===== src/rtl/link_table_pkg.sv =====
`default_nettype none
// ============================================================================
// Module   : link_table_pkg
// Brief    : Shared widths and FSM encodings for the link-table packet buffer
// Revision : 1.0 - initial release
// ============================================================================
package link_table_pkg;

  localparam int c_DATA_WIDTH        = 32;
  localparam int c_ADDR_PAGE_NUM_LOG = 6;
  localparam int c_PAGE_WORD_LOG     = 2;
  localparam int c_RAM_ADDR_WIDTH    = c_ADDR_PAGE_NUM_LOG + c_PAGE_WORD_LOG;

  localparam int c_STATE_WIDTH = 2;
  localparam logic [c_STATE_WIDTH-1:0] c_ST_IDLE  = 2'd0;
  localparam logic [c_STATE_WIDTH-1:0] c_ST_WRITE = 2'd1;
  localparam logic [c_STATE_WIDTH-1:0] c_ST_ALLOC = 2'd2;
  localparam logic [c_STATE_WIDTH-1:0] c_ST_DESC  = 2'd3;

endpackage
`default_nettype wire


===== src/rtl/pop_pacer.sv =====
`default_nettype none
// ============================================================================
// Module   : pop_pacer
// Brief    : Spaces free-page pops by at least POP_LAT cycles
// Revision : 1.0 - initial release
// ============================================================================
module pop_pacer #(
  parameter int POP_LAT = 2
) (
  input  logic clk,
  input  logic rst,
  input  logic pop,
  output logic pop_ok
);

  localparam int c_TW = (POP_LAT > 1) ? $clog2(POP_LAT) : 1;

  logic [c_TW-1:0] r_timer;

  always_ff @(posedge clk or posedge rst) begin
    if (rst) begin
      r_timer <= '0;
    end else if (pop) begin
      r_timer <= c_TW'(POP_LAT - 1);
    end else if (r_timer != '0) begin
      r_timer <= r_timer - c_TW'(1);
    end
  end

  assign pop_ok = (r_timer == '0);

endmodule
`default_nettype wire


===== src/rtl/pkg_write_controller.sv =====
`default_nettype none
// ============================================================================
// Module   : pkg_write_controller
// Brief    : Packet ingress - pops free pages, writes page/link RAM, emits descriptor
// Revision : 1.0 - initial release
// ============================================================================
module pkg_write_controller
  import link_table_pkg::*;
#(
  parameter int DATA_WIDTH        = c_DATA_WIDTH,
  parameter int ADDR_PAGE_NUM_LOG = c_ADDR_PAGE_NUM_LOG,
  parameter int PAGE_WORD_LOG     = c_PAGE_WORD_LOG,
  parameter int LEN_WIDTH         = 12,
  parameter int POP_LAT           = 2
) (
  input  logic                                 clk,
  input  logic                                 rst,
  input  logic                                 in_valid,
  output logic                                 in_ready,
  input  logic [DATA_WIDTH-1:0]                in_data,
  input  logic                                 in_last,
  output logic                                 empty_table_read_req,
  input  logic [ADDR_PAGE_NUM_LOG-1:0]         empty_table_read_addr,
  input  logic                                 empty_table_empty,
  output logic                                 ram_write_en,
  output logic [ADDR_PAGE_NUM_LOG+PAGE_WORD_LOG-1:0] ram_write_addr,
  output logic [DATA_WIDTH-1:0]                ram_write_data,
  output logic                                 link_write_en,
  output logic [ADDR_PAGE_NUM_LOG-1:0]         link_write_addr,
  output logic [ADDR_PAGE_NUM_LOG-1:0]         link_write_data,
  output logic                                 desc_valid,
  input  logic                                 desc_ready,
  output logic [ADDR_PAGE_NUM_LOG-1:0]         desc_head,
  output logic [ADDR_PAGE_NUM_LOG-1:0]         desc_tail,
  output logic [LEN_WIDTH-1:0]                 desc_len
);

  localparam int c_RAM_AW = ADDR_PAGE_NUM_LOG + PAGE_WORD_LOG;

  logic [c_STATE_WIDTH-1:0]     r_state;
  logic [c_STATE_WIDTH-1:0]     w_state_nxt;
  logic                         w_pop_ok;
  logic                         w_pop_fire;
  logic                         w_in_ready;
  logic                         w_desc_valid;
  logic                         w_accept;

  logic [ADDR_PAGE_NUM_LOG-1:0] r_cur_page;
  logic [ADDR_PAGE_NUM_LOG-1:0] r_head;
  logic [ADDR_PAGE_NUM_LOG-1:0] r_tail;
  logic [PAGE_WORD_LOG-1:0]     r_offset;
  logic [LEN_WIDTH-1:0]         r_len;
  logic                         r_read_req;
  logic                         r_ram_we;
  logic [c_RAM_AW-1:0]          r_ram_addr;
  logic [DATA_WIDTH-1:0]        r_ram_data;
  logic                         r_link_we;
  logic [ADDR_PAGE_NUM_LOG-1:0] r_link_addr;
  logic [ADDR_PAGE_NUM_LOG-1:0] r_link_data;

  pop_pacer #(
    .POP_LAT (POP_LAT)
  ) u_pop_pacer (
    .clk    (clk),
    .rst    (rst),
    .pop    (w_pop_fire),
    .pop_ok (w_pop_ok)
  );

  assign w_accept = in_valid & w_in_ready;

  always_ff @(posedge clk or posedge rst) begin
    if (rst) begin
      r_state <= c_ST_IDLE;
    end else begin
      r_state <= w_state_nxt;
    end
  end

  always_comb begin
    w_state_nxt = r_state;
    case (r_state)
      c_ST_IDLE:  if (w_pop_fire) w_state_nxt = c_ST_WRITE;
      c_ST_WRITE: begin
        // last word wins over page-full so a boundary-aligned packet takes no spare page
        if (w_accept) begin
          if (in_last) begin
            w_state_nxt = c_ST_DESC;
          end else if (&r_offset) begin
            w_state_nxt = c_ST_ALLOC;
          end
        end
      end
      c_ST_ALLOC: if (w_pop_fire) w_state_nxt = c_ST_WRITE;
      c_ST_DESC:  if (desc_ready) w_state_nxt = c_ST_IDLE;
      default:    w_state_nxt = c_ST_IDLE;
    endcase
  end

  always_comb begin
    w_in_ready   = 1'b0;
    w_desc_valid = 1'b0;
    w_pop_fire   = 1'b0;
    case (r_state)
      c_ST_IDLE:  w_pop_fire   = in_valid & w_pop_ok & ~empty_table_empty;
      c_ST_WRITE: w_in_ready   = 1'b1;
      c_ST_ALLOC: w_pop_fire   = w_pop_ok & ~empty_table_empty;
      c_ST_DESC:  w_desc_valid = 1'b1;
      default:    ;
    endcase
  end

  always_ff @(posedge clk or posedge rst) begin
    if (rst) begin
      r_cur_page  <= '0;
      r_head      <= '0;
      r_tail      <= '0;
      r_offset    <= '0;
      r_len       <= '0;
      r_read_req  <= 1'b0;
      r_ram_we    <= 1'b0;
      r_ram_addr  <= '0;
      r_ram_data  <= '0;
      r_link_we   <= 1'b0;
      r_link_addr <= '0;
      r_link_data <= '0;
    end else begin
      r_read_req <= 1'b0;
      r_ram_we   <= 1'b0;
      r_link_we  <= 1'b0;
      case (r_state)
        c_ST_IDLE: begin
          if (w_pop_fire) begin
            r_read_req <= 1'b1;
            r_head     <= empty_table_read_addr;
            r_cur_page <= empty_table_read_addr;
            r_offset   <= '0;
            r_len      <= '0;
          end
        end
        c_ST_WRITE: begin
          if (w_accept) begin
            r_ram_we   <= 1'b1;
            r_ram_addr <= {r_cur_page, r_offset};
            r_ram_data <= in_data;
            r_offset   <= r_offset + PAGE_WORD_LOG'(1);
            if (~&r_len) r_len <= r_len + LEN_WIDTH'(1);
            if (in_last) r_tail <= r_cur_page;
          end
        end
        c_ST_ALLOC: begin
          if (w_pop_fire) begin
            r_read_req  <= 1'b1;
            r_link_we   <= 1'b1;
            r_link_addr <= r_cur_page;
            r_link_data <= empty_table_read_addr;
            r_cur_page  <= empty_table_read_addr;
            r_offset    <= '0;
          end
        end
        default: ;
      endcase
    end
  end

  assign in_ready             = w_in_ready;
  assign desc_valid           = w_desc_valid;
  assign empty_table_read_req = r_read_req;
  assign ram_write_en         = r_ram_we;
  assign ram_write_addr       = r_ram_addr;
  assign ram_write_data       = r_ram_data;
  assign link_write_en        = r_link_we;
  assign link_write_addr      = r_link_addr;
  assign link_write_data      = r_link_data;
  assign desc_head            = r_head;
  assign desc_tail            = r_tail;
  assign desc_len             = r_len;

endmodule
`default_nettype wire

===== config.mk =====
export PLATFORM = sky130hd
export DESIGN_NAME = pkg_write_controller
export DESIGN_NICKNAME = d
export VERILOG_FILES = /design/src/rtl/link_table_pkg.sv /design/src/rtl/pop_pacer.sv /design/src/rtl/pkg_write_controller.sv
export SDC_FILE = /design/constraint.sdc
export NUM_CORES = 1
export LEC_CHECK = 0
export CAP_MARGIN = 10
export CORE_MARGIN = 5
export CORE_UTILIZATION = 45
export CTS_CLUSTER_DIAMETER = 150
export CTS_CLUSTER_SIZE = 20
export DETAILED_ROUTE_END_ITERATION = 16
export PLACE_DENSITY = 0.9
export REMOVE_ABC_BUFFERS = 1
export SLEW_MARGIN = 30
export SYNTH_ARGS = -nofsm -noshare
export SYNTH_HDL_FRONTEND = slang
export SYNTH_SLANG_ARGS = --single-unit

===== constraint.sdc =====
create_clock -name clk -period 3 [get_ports clk]
set_input_delay 0.3 -clock clk [delete_from_list [all_inputs] [get_ports clk]]
set_output_delay 0.3 -clock clk [all_outputs]
set_load 0.01 [all_outputs]

==> results.txt, run 1 <==
The proportion of power drawn by combinational gates came out at 42.7%. The number of setup violations in the final report is 0. Entering global routing, the biggest net connects 46 pins. The initial standard-cell utilization of the core came out at 46.70%. The TritonCTS buffer count is 9. The number of vias per cell came out at 5.026. The most critical setup path has its endpoint at in_ready. The fraction of power consumed by sequential logic came out at 39.8%.

The share of total power consumed by net switching is 33.99%. Setup repair after global routing left no endpoint under its margin. The overall overflow remaining after global route is 0. The hold violation count in the final report came out at 0. The die outline area is 10000 um^2. The sequential standard cell area came out at 2227 um^2. The post-route DRC violation count is 0. In this run, post-CTS repair resized a total of 0 instances. The global placer's final weighted congestion is 0.7765.

The H-tree depth is 3. The final routed wirelength across all metal layers came out at 9.305 mm. The data arrival time of the critical path came out at 1690 ps. Once the clock tree was built, the setup fixing pass inserted 0 buffers. The fraction of the core area covered by cells at the end of the flow came out at 66.47%. Fill cells in the final layout number 592. The reg2reg setup slack came out at 1050 ps.

The most used flip-flop cell after synthesis is dfrtp_1. The count of clock tree sinks is 89. In this run the critical register-to-register path is launched from r_state[1]$_DFFE_PP0P_.

The maximum VDD drop is 0.5120 mV. The delay contributed by the slowest stage of the critical path came out at 540 ps. Clock-pin slew was measured on the worst setup and hold paths at 90 ps.

The peak clock frequency supported by timing is 503.4 MHz. The final antenna-violating net count came out at 0. At the pin with the least slew margin, the transition time is 794.2 ps.

Clock skew on the completed layout was measured at 7.488 ps. The number of buffers and inverters on the critical path is 2. The total stage count of the critical path is 3. The number of flops mapped to enable cells by yosys is 0. TritonCTS built the clock tree.

Relative to the synthesized area, the layout overhead comes to 42.35%. The number of global-route vias before repair was 3018. After layout, the design draws a total of 5201 uW.

The cell-internal power came out at 3434 uW. The clock tree buffer depth came out at 2. For this design the top-level I/O count stands at 125. The fraction of layout cells with a size suffix above 1 came out at 12.79%. In this run the power density over the cells is 1002 nW/um^2. After legalization and detailed placement, the total HPWL measured 6.790 mm. The number of warnings issued by yosys is 0. Dividing the synthesized area by the synthesized cell count gives 10.72 um^2. The setup TNS is 0 ps. The min-delay analysis places its worst path in the category input pin to asynchronous set/reset pin. Once routing completed, OpenROAD measured the worst setup slack at 1013 ps. The worst setup path is launched from a register. The post-layout minimum cycle time is 1987 ps. The run finished with clean final reports.

The vertical die dimension came out at 100.0 um. The critical path start-end classification is register to output pin. The static leakage is 0.002381 uW. The number of antenna violations at the first check in global routing is 0. The worst reg-to-reg path cell count is 8. The top fanout value on the critical path came out at 9.

The ratio of final minimum period to clock period is 66.22%. On the critical path the largest part of the delay comes from buffers and inverters. The tree is rooted in a clkbuf_8. The wire length of the first global-routing pass is 15.26 mm.

In the synthesized netlist, the number of instances is 340. The area of the core is 7807 um^2. The number of antenna diodes is 0.

Across all layers, the routed design uses 2870 vias. The count of buffers inserted at the top-level ports came out at 124. The per-cell routed wire length is 16.30 um. The number of maximum-capacitance constraint violations is 0. The kind of end point of the critical path is an output pin. The footprint of the multi-input gates came out at 1323 um^2. The chip width is 100.0 um. The critical path starts at r_state[1]$_DFFE_PP0P_. The cts-stage hold buffer count is 0. Among all stages on the critical path, the largest delay is contributed by clkdlybuf4s50_1. The share of synthesized area occupied by flip-flops and latches is 61.08%.

After the last flow step, the layout net total stands at 511. Headroom to the max-slew limit came out at 46.99%. The switching power is 1768 uW. The count of TritonRoute iterations in the first routing pass came out at 4. At the worst endpoint, the required time is 2700 ps. The count of state elements after synthesis is 89. Walking the worst path, the cells encountered are nand2b_4, inv_4, clkdlybuf4s50_1. The max-slew violation count is 0. The post-synthesis cell type count is 40. OpenSTA, run right after detailed placement, puts the worst setup slack at 944.8 ps. The clock share of power came out at 17.4%. The post-synthesis async set-or-reset flop share is 100.0%. After the first detailed-routing iteration, the DRC count stood at 106. The summed instance area of the synthesized netlist is 3646 um^2. The endpoint of the worst-slack reg-to-reg timing path is r_offset[0]$_DFFE_PP0P_. The aggregate global-route resource usage is 19.24%.

The count of standard-cell rows is 32. The clock latency at the later pin of the worst-skew pair came out at 350 ps.
## area by class of cell
cell class / count / area share, %
clock buffer: 11 / 2.724
tap: 102 / 2.459
sequential: 89 / 42.91
inverter: 4 / 0.3616
multi-input combinational: 234 / 25.48
timing repair buffer: 127 / 24.59
clock inverter: 4 / 1.471
## metal layers
metal	track usage, %	wire [um]
met2	32.63	4655
met5	0	0
met4	6.425	155
met3	4.934	570
met1	24.08	3924
## flip-flops by register name, summed over array words and instances (netlist names)
name	flops
ram_write_data	32
desc_len	12
ram_write_addr	8
desc_head	6
desc_tail	6
link_write_addr	6
link_write_data	6
r_cur_page	6
r_offset	2
r_state	2
empty_table_read_req	1
link_write_en	1
ram_write_en	1
## worst min path at each step
stage                                               from                             end  cells past startpoint
after global routing                          in_data[8]   ram_write_data[8]$_DFFE_PP0P_                      3
after floorplan                               in_data[0]   ram_write_data[0]$_DFFE_PP0P_                      2
final                                                rst          ram_write_en$_DFF_PP0_                      2
after global placement    ram_write_data[11]$_DFFE_PP0P_  ram_write_data[11]$_DFFE_PP0P_                      2
after CTS                                            rst          ram_write_en$_DFF_PP0_                      2
after detailed placement  ram_write_data[20]$_DFFE_PP0P_  ram_write_data[20]$_DFFE_PP0P_                      2
## power groups by stage
stage | logic (uW) | registers, uW | clock network (uW)
after floorplan | 785 | 2240 | 0
after global placement | 2170 | 2060 | 0
after detailed placement | 2250 | 2090 | 0
after CTS | 2260 | 2070 | 922
after global routing | 2420 | 2140 | 978
final | 2220 | 2070 | 906
## Yosys cell counts (2+ instances only)
| cell type | n | area (um^2) |
|---|---|---|
| and2_1 | 2 | 12.51 |
| ha_1 | 2 | 25.02 |
| mux2_2 | 31 | 349.1 |
| nand3_1 | 5 | 25.02 |
| clkbuf_1 | 4 | 15.01 |
| nand2_1 | 134 | 503.0 |
| nor2_1 | 7 | 26.28 |
| inv_1 | 2 | 7.510 |
| and3_1 | 3 | 18.77 |
| dfrtp_1 | 89 | 2227 |
| buf_4 | 5 | 37.54 |
| o21ai_0 | 18 | 90.09 |
| a31oi_1 | 3 | 18.77 |
| nand4_1 | 3 | 18.77 |
| buf_2 | 3 | 15.01 |
| a21oi_1 | 5 | 25.02 |
## kinds of logic (layout without fill, tap and decap cells)
kind of cell             after synthesis  in the layout  share of synthesized area [%]
AND/OR/NAND/NOR                      163            163                          19.08
adder cells (fa/ha/maj)                2              2                         0.6862
buffers and inverters                 17            146                          2.642
AO/OA/AOI/OAI                         36             36                          6.418
XOR/XNOR                               1              1                         0.2403
multiplexers                          32             32                          9.849
flip-flops                            89             89                          61.08
## through the flow
| stage | hold WS (ps) | instance area [um^2] | instances |
|---|---|---|---|
| finish | 408.7 | 5190 | 571 |
| global route | 476.2 | 5190 | 571 |
| CTS | 437.9 | 5190 | 571 |
| detailed placement | 461.1 | 4972 | 556 |
| global placement | 456.7 | 4972 | 556 |
| floorplan | 405.4 | 3567 | 327 |
## placed cells by master (no fill, tap or decap), types with 2 or more instances in the layout
| cell | n |
|---|---|
| a21oi_1 | 5 |
| a31oi_1 | 3 |
| and2_1 | 2 |
| and3_1 | 3 |
| buf_4 | 2 |
| bufinv_16 | 2 |
| clkbuf_8 | 10 |
| clkdlybuf4s50_1 | 124 |
| dfrtp_1 | 89 |
| ha_1 | 2 |
| mux2_2 | 31 |
| nand2_1 | 134 |
| nand3_1 | 5 |
| nand4_1 | 3 |
| nor2_1 | 7 |
| o21ai_0 | 18 |
No activity file was read; power rests on OpenSTA's default activity.
==> run 2: changes to the inputs <==
- CORE_UTILIZATION: 45 -> 41
- PLACE_DENSITY: 0.9 -> 0.87
- clock period: 3 -> 1.8 ns (I/O delays scaled with it)
==> results.txt, run 2 (synthesized netlist as in run 1, its figures left out) <==
The static leakage came out at 0.002404 uW. The number of global-route vias before repair came out at 2971. The worst slew margin relative to its limit is 68.52%. After clock tree synthesis, the clock-pin slew on the worst setup and hold paths is 80 ps. The number of standard cells in the layout, taps in and fillers out is 584. In this run, placement finished with an instance count of 568. The cts-stage hold buffer count is 0. The critical path startpoint is r_state[0]$_DFFE_PP0P_. The half-perimeter wire length of the detailed placement result is 6.379 mm. The violation count after the first detailed-routing iteration came out at 141. The TritonCTS buffer count came out at 9. The per-cell routed wire length came out at 14.88 um. The max-slew violation count came out at 0. The cell at the slowest stage of the critical path is clkdlybuf4s50_1. For this run, the share of the core covered by cells in the final layout is 60.29%. The die outline area came out at 10880 um^2. The post-layout minimum cycle time came out at 1722 ps. TritonCTS built the clock tree. The post-route netlist has 14.29% of its cells at a drive strength greater than 1. Entering global routing, the biggest net connects 90 pins. The number of antenna violations at the first check in global routing is 0. Buffers added to address setup during post-CTS repair amount to 0. The maximum VDD drop came out at 0.8217 mV. The worst setup path is launched from a register.

The post-route DRC violation count is 0. The flow ran to the end, and the final reports show no timing, DRC or antenna violations. The via total after detailed routing is 2843.

The worst slack at placement is 80.09 ps. The first global-routing pass estimated 14.90 mm of wire. The top fanout value on the critical path came out at 7. The clock tree buffer depth came out at 2. The total overflow left after global routing is 0. The count of standard-cell rows came out at 34. The initial standard-cell utilization of the core is 42.01%. Data on the critical path arrives at its endpoint at 1540 ps. The synthesis-to-layout area growth came out at 43.51%.

After detailed placement, the total cell area comes to 5037 um^2. The startpoint of the most critical register-to-register path is desc_len[1]$_DFFE_PP0P_. The hold violation count in the final report is 0. The chip width is 104.3 um. The H-tree was split into 3 levels. The count of TritonRoute iterations in the first routing pass came out at 4. The detail route stage leaves a number of antenna-violating nets equal to 0. The total area inside the core boundary comes to 8678 um^2.

With fillers left out, the area of the finished cells amounts to 5233 um^2. The clock tree root buffer cell is clkbuf_8. The aggregate global-route resource usage came out at 16.53%.

The final hold slack is 260.2 ps. Clock skew on the completed layout was measured at 13.02 ps. The number of nets at the end of the flow is 517. The vertical die dimension is 104.3 um. In the post-route analysis, the smallest setup slack over all paths is 77.76 ps.

The count of buffers inserted at the top-level ports came out at 124. Setup repair after global routing left no endpoint under its margin. The number of maximum-capacitance constraint violations is 0. The top cell types in the final layout, fill and taps aside, are nand2_1 (134), clkdlybuf4s50_1 (123), dfrtp_1 (88), mux2_2 (31), o21ai_0 (18).

The global placer's final weighted congestion is 0.8185. The peak clock frequency supported by timing is 580.6 MHz. STA classifies the critical path endpoint as an output pin. The worst hold path class is input pin to asynchronous set/reset pin.

For this block, the routed nets add up to 8.688 mm of wire. Clock tree synthesis found a total of 89 sinks. The number of antenna diodes came out at 0. The critical path in this run is classified as register to output pin. The worst endpoint required time is 1620 ps. Traced cell by cell, the critical path runs through and2_1, clkdlybuf4s50_1. Setup violations remaining at the end of the flow were counted as 0. On the worst path, the slowest cell contributes a delay of 530 ps. For this design the ratio of total power to cell area is 1618 nW/um^2. The number of flip-flops under the largest register name came out at 32. The clock latency at the later pin of the worst-skew pair is 350 ps.

The library cell used most frequently in the layout, excluding fill and tap cells, is nand2_1. The number of vias per cell is 4.868. The I/O pin total is 125. The slew at the pin closest to its max-slew limit is 472.3 ps.

The ratio of final minimum period to clock period is 95.68%.
## run 2: timing repair
action / 4_1_cts / 5_1_grt
cloned: 0 / 0
setup endpoints to repair: 1 / 1
gates resized for setup: 2 / 1
## run 2: cell type report
type | instances | area, um^2
fillers | 723 | 3446
flip-flops and latches | 89 | 2228
repair buffers | 133 | 1333
multi-input cells | 234 | 1324
clock buffers | 15 | 186.4
well taps | 108 | 135.1
inverters | 4 | 18.77
clock inverters | 1 | 7.507
## run 2: critical path, delay by kind of cell, from the launching register on
kind / cells / cell delay, ps
buf+inv: 1 / 530
flops: 1 / 500
simple gates: 1 / 170
## run 2: final timing paths
path / slack, ps / cells after the start / endpoint
min in group clk: 360 / 3 / ram_write_data[12]$_DFFE_PP0P_
max: 80 / 2 / desc_valid
max reg2reg: 170 / 5 / desc_len[0]$_DFFE_PP0P_
min: 260 / 3 / ram_write_data[4]$_DFFE_PP0P_
max in group asynchronous: 1130 / 3 / r_state[1]$_DFFE_PP0P_
min reg2reg: 480 / 2 / ram_write_addr[5]$_DFFE_PP0P_
## run 2: report_power, final
part	switching [uW]	internal (uW)	total, uW
Sequential	550	2860	3410
Clock	661	656	1320
Combinational	1640	2100	3740
## run 2: through the flow
stage | setup TNS (ps) | total power (uW)
after floorplan | -62720 | 5039
after global placement | 0 | 7102
after detailed placement | 0 | 7250
after CTS | 0 | 8580
after global routing | 0 | 9095
final | 0 | 8464
## run 2: routing by layer
layer	routed length (um)	global-route usage [%]	up-vias
met5	0	0	-
met3	680	6.704	7
li1	-	-	1382
met1	3706	20.50	1357
met4	52	3.700	0
met2	4248	27.06	97
